===== config.mk =====
export PLATFORM = sky130hd
export DESIGN_NAME = vlc_bit_packer
export DESIGN_NICKNAME = d
export VERILOG_FILES = /design/src/rtl/vlc_bit_packer.sv
export SDC_FILE = /design/constraint.sdc
export NUM_CORES = 1
export LEC_CHECK = 0
export ABC_CLOCK_PERIOD_IN_PS = 3900
export BUFFER_PORTS_ARGS = -buffer_cell sky130_fd_sc_hd__buf_2
export CORE_MARGIN = 5
export CORE_UTILIZATION = 25
export DETAILED_ROUTE_END_ITERATION = 10
export GPL_TIMING_DRIVEN = 0
export SLEW_MARGIN = 0
export SYNTH_ARGS = -nofsm -noshare
export SYNTH_HDL_FRONTEND = slang
export SYNTH_SLANG_ARGS = --single-unit

===== constraint.sdc =====
create_clock -name clk -period 3.9 [get_ports clk]
set_input_delay 0.39 -clock clk [delete_from_list [all_inputs] [get_ports clk]]
set_output_delay 0.39 -clock clk [all_outputs]
set_load 0.01 [all_outputs]

===== src/rtl/vlc_bit_packer.sv =====
// rtl/vlc_bit_packer.sv - MSB-first serial-to-word packer with zero-pad flush and output FIFO
// Optional build macro: VLC_PACKER_STATS_EN adds the word_count output.
module vlc_bit_packer #(
  parameter int WORD_W  = 8,
  parameter int FIFO_AW = 2
) (
  input  logic              clk,
  input  logic              rst,
  input  logic              din,
  input  logic              din_valid,
  input  logic              flush,
  output logic [WORD_W-1:0] dout,
  output logic              dout_valid,
  input  logic              dout_ready,
  output logic              busy,
`ifdef VLC_PACKER_STATS_EN
  output logic              overflow,
  output logic [15:0]       word_count
`else
  output logic              overflow
`endif
);

  localparam int CW    = $clog2(WORD_W + 1);
  localparam int DEPTH = 1 << FIFO_AW;

  typedef enum logic {FILL, FLUSH_WAIT} state_t;

  state_t              state, state_nxt;
  logic [WORD_W-1:0]   sr, sr_d, sr_nxt, sr_shift, padded;
  logic [WORD_W-1:0]   hold, hold_d, push_data;
  logic [CW-1:0]       cnt, cnt_d, cnt_eff;
  logic [FIFO_AW:0]    wptr, rptr;
  logic [WORD_W-1:0]   mem [DEPTH];
  logic                bit_in, push, pop, full, can_push, ovf_set;

  assign pop        = dout_valid && dout_ready;
  assign full       = (wptr[FIFO_AW] != rptr[FIFO_AW]) &&
                      (wptr[FIFO_AW-1:0] == rptr[FIFO_AW-1:0]);
  assign can_push   = !full || pop;
  assign dout_valid = (wptr != rptr);
  assign dout       = mem[rptr[FIFO_AW-1:0]];
  assign busy       = (cnt != '0) || (state == FLUSH_WAIT);

  // Bits arriving while a padded word is stuck waiting are not packed.
  assign bit_in   = din_valid && (state == FILL);
  assign sr_shift = {sr[WORD_W-2:0], din};
  assign sr_nxt   = bit_in ? sr_shift : sr;
  assign cnt_eff  = bit_in ? cnt + CW'(1) : cnt;
  assign padded   = sr_nxt << (CW'(WORD_W) - cnt_eff);

  // Next-state, packing and push decision; a completed word takes priority over flush.
  always_comb begin
    state_nxt = state;
    sr_d      = sr_nxt;
    cnt_d     = cnt_eff;
    hold_d    = hold;
    push      = 1'b0;
    push_data = sr_shift;
    ovf_set   = 1'b0;
    case (state)
      FILL: begin
        if (bit_in && (cnt == CW'(WORD_W - 1))) begin
          cnt_d = '0;
          if (can_push) push = 1'b1;
          else          ovf_set = 1'b1;
        end else if (flush && (cnt_eff != '0)) begin
          cnt_d = '0;
          if (can_push) begin
            push      = 1'b1;
            push_data = padded;
          end else begin
            state_nxt = FLUSH_WAIT;
            hold_d    = padded;
          end
        end
      end
      FLUSH_WAIT: begin
        if (din_valid) ovf_set = 1'b1;
        if (can_push) begin
          push      = 1'b1;
          push_data = hold;
          state_nxt = FILL;
        end
      end
      default: state_nxt = FILL;
    endcase
  end

  // Packer state register.
  always_ff @(posedge clk or negedge rst) begin
    if (!rst) begin
      state    <= FILL;
      sr       <= '0;
      cnt      <= '0;
      hold     <= '0;
      overflow <= 1'b0;
    end else begin
      state <= state_nxt;
      sr    <= sr_d;
      cnt   <= cnt_d;
      hold  <= hold_d;
      if (ovf_set) overflow <= 1'b1;
    end
  end

  // Output FIFO storage and pointers; the extra pointer MSB separates full from empty.
  always_ff @(posedge clk or negedge rst) begin
    if (!rst) begin
      wptr <= '0;
      rptr <= '0;
      for (int i = 0; i < DEPTH; i++) mem[i] <= '0;
    end else begin
      if (push) begin
        mem[wptr[FIFO_AW-1:0]] <= push_data;
        wptr <= wptr + 1'b1;
      end
      if (pop) rptr <= rptr + 1'b1;
    end
  end

`ifdef VLC_PACKER_STATS_EN
  // Count words actually accepted into the FIFO; dropped words are not counted.
  always_ff @(posedge clk or negedge rst) begin
    if (!rst)      word_count <= '0;
    else if (push) word_count <= word_count + 16'd1;
  end
`endif

endmodule

==> flow_summary.yaml <==
clocking:
  cts-resized-gates: 0
  holdBufCountCts: 0
  cts_setup_buffers: 0
  insertion_delay_ns: 0.33
  htreeDepth: 3
  clkSinkCount: 60
  path_clk_slew_ns: 0.05
  cts_tree: "done"
  clockRootBuffer: "clkbuf_16"
  clockBufferDepth: 2
  cts_inserted_buffers: 9
critical_path:
  crit_type: "flop to flop"
  reg2reg_from: "cnt[0]"
  crit_slowest_cell: "a221oi_2"
  path_cells: "buf_4 > inv_1 > buf_2 > ha_1 > nor3b_4 > a21oi_2 > xnor2_2 > mux2_2 > a2bb2oi_1 > a221oi_2 > a21oi_1"
  start_kind: "flop"
  cp-end-kind: "flop"
  arrival_ns: 3.49
  critPathTopFamily: "compound AO/OA/AOI/OAI gates"
  slowest_delay_ns: 0.48
  crit_required_ns: 4.10
  reg2reg_slack_ns: 0.61
  cp_num_buf_inv: 3
  reg2reg_depth: 11
  path_max_fanout: 10
  startpoint: "cnt[0]"
  reg2reg_to: "mem[21]"
synthesis:
  synth.net_count: 354
  synth_seq_area_share_pct: 42.11
  synth_edf_count: 0
  yosysUniqueCellTypes: 63
  syn_inst: 341
  ys_seq_elements: 60
  synth_ff_type: "dfrtp_1"
  synth_area_um2: 3566
  synth.avg_cell_area_um2: 10.46
  synthArstFlopShare_pct: 100.0
  yosysWarnings: 0
route:
  drtAntennaViolNets: 0
  vias_per_cell: 4.873
  dr.pass1.iters: 5
  wl_per_cell_um: 15.34
  finalWirelength_um: 8469
  num_vias: 2690
  drt-initial-drc-count: 208
  drcViolationCount: 0
flow_run:
  drv_cap: 0
timing:
  worst_pin_slew_ns: 0.7575
  clock.fmax_ghz: 0.3042
  hold_viol: 0
  rsz0062_at_grt: "false"
  period_share_pct: 84.30
  finalMaxSlewViolations: 0
  tns_ns: 0
  fin_worst_skew_ns: 0.005613
  period_minus_slack_ns: 3.288
  relSlewSlack_pct: 49.50
  setup_violations: 0
layout:
  n_antenna_cell: 0
  fin_area_um2: 4161
  n_fill_cell: 1390
  seq_area_um2: 1501
  multi_input_area_um2: 1884
  final_core_util_pct: 29.86
  area_growth_pct: 16.70
  drive_above_1_share_pct: 25.81
  final_nets: 380
die:
  core-area_um2: 13930
  initial_core_util_pct: 25.59
  die_w_um: 129.4
  die_h_um: 129.4
  die_area_um2: 16750
  ios: 17
  rows: 43
power_and_ir_drop:
  power.static_leakage_nw: 1.769
  p_total_mw: 3.365
  powerDensity_nw_per_um2: 808.6
  ir_drop_mv: 0.2432
hold_path:
  hold_path_class: "input pin to asynchronous set/reset pin"
place:
  gp_congestion: 0.8489
  place_area_um2: 3866
  dp_hpwl_um: 6164
  io_buffers: 15
global_route:
  grt_pass1_vias: 2868
  overflow: 0
  antenna_found_initial: 0
  grt_max_degree: 61
  grt_usage_pct: 11.04
  grt_pass1_wl_um: 14570
run_status:
  status: "completed"
## registers in the layout, summed over array words and instances, names as in the netlist
| register | flops |
|---|---|
| mem | 32 |
| hold | 8 |
| sr | 8 |
| cnt | 4 |
| rptr | 3 |
| wptr | 3 |
| overflow | 1 |
| state | 1 |
## layout by cell type, fill, tap and decap left out, drive strengths merged, types with 6 or more instances in the layout
master	Yosys	layout
a22o	6	6
buf	16	31
nor3	8	8
mux2	17	17
o21ai	19	19
inv	11	12
clkbuf	3	13
xnor2	9	9
ha	7	7
nand2	40	40
mux4	10	10
dfrtp	60	60
nor2	37	37
a21oi	27	27
## worst reg2reg max path, delay by kind of cell, from the launching register on
kind            cells  cell delay, ns
flops               1            0.37
fa+ha+maj           1            0.32
mux                 1            0.38
xor+xnor            1            0.33
buf+inv             3            0.57
compound gates      4            0.84
simple gates        1            0.35
## routing by layer
layer / vias up / wire length (um) / GRT usage, % / share of wire, %
met5: - / 0 / 0 / 0
met4: 0 / 185 / 5.012 / 2.2
met3: 15 / 333 / 2.721 / 3.9
met2: 58 / 4129 / 17.90 / 49
met1: 1333 / 3820 / 13.95 / 45
li1: 1284 / - / - / -
## cell usage after synthesis, drive strengths merged (2+ instances only)
library cell	n	area [um^2]
inv	11	41.29
o31ai	4	30.03
nor4	3	33.78
nor3b	2	26.28
o41ai	2	25.03
a21oi	27	138.9
nor2	37	138.9
a22o	6	53.80
a211oi	4	40.03
mux2i	3	30.03
dfrtp	60	1501
clkbuf	3	11.26
and2	5	36.29
xnor2	9	93.84
a221oi	3	45.04
buf	16	127.6
nand2b	2	20.02
nor2b	4	25.02
nand2	40	150.1
xor2	3	26.28
nand4	3	18.77
nor3	8	51.30
a31oi	4	31.28
o22a	2	17.52
nand3	4	20.02
o21ai	19	95.09
ha	7	87.58
mux4	10	225.2
mux2	17	206.5
o21a	5	37.54
## through the flow
step | setup slack [ns] | hold WS [ns] | std cells
2_1_floorplan | 1.051 | 0.09441 | 341
3_3_place_gp | 0.7098 | 0.4593 | 536
3_5_place_dp | 0.6601 | 0.4659 | 536
4_1_cts | 0.6434 | 0.3467 | 552
5_1_grt | 0.4930 | 0.1982 | 552
6_report | 0.6124 | 0.1032 | 552
## where the power goes
part           leakage [nW]  internal (mW)  switching, mW
logic                 0.875          0.702          0.848
registers             0.755          0.875          0.163
clock network         0.139          0.494          0.284
## worst max path at each step
stage | to | slack, ns | cells after the start
CTS | mem[21] | 0.64 | 11
global route | mem[29] | 0.49 | 11
floorplan | mem[11] | 1.05 | 12
finish | mem[21] | 0.61 | 11
detailed placement | mem[21] | 0.66 | 11
global placement | mem[21] | 0.71 | 11
## final cells by class
type / instances / area share, %
multi-input cells: 251 / 45.28
clock inverters: 6 / 1.533
inverters: 11 / 0.9922
repair buffers: 15 / 1.864
plain buffers: 19 / 3.337
well taps: 180 / 5.412
flip-flops and latches: 60 / 36.08
clock buffers: 10 / 5.502
## cells by family (layout without fill, tap and decap cells)
kind of cell    after synthesis  after routing  share of synthesized area [%]
fa+ha+maj                     7              7                          2.456
buf+inv                      30             61                          5.053
mux                          30             30                          12.95
compound gates               89             89                          18.14
xor+xnor                     12             12                          3.369
flops                        60             60                          42.11
simple gates                113            113                          15.93
Power figures use the tool's default switching activity.
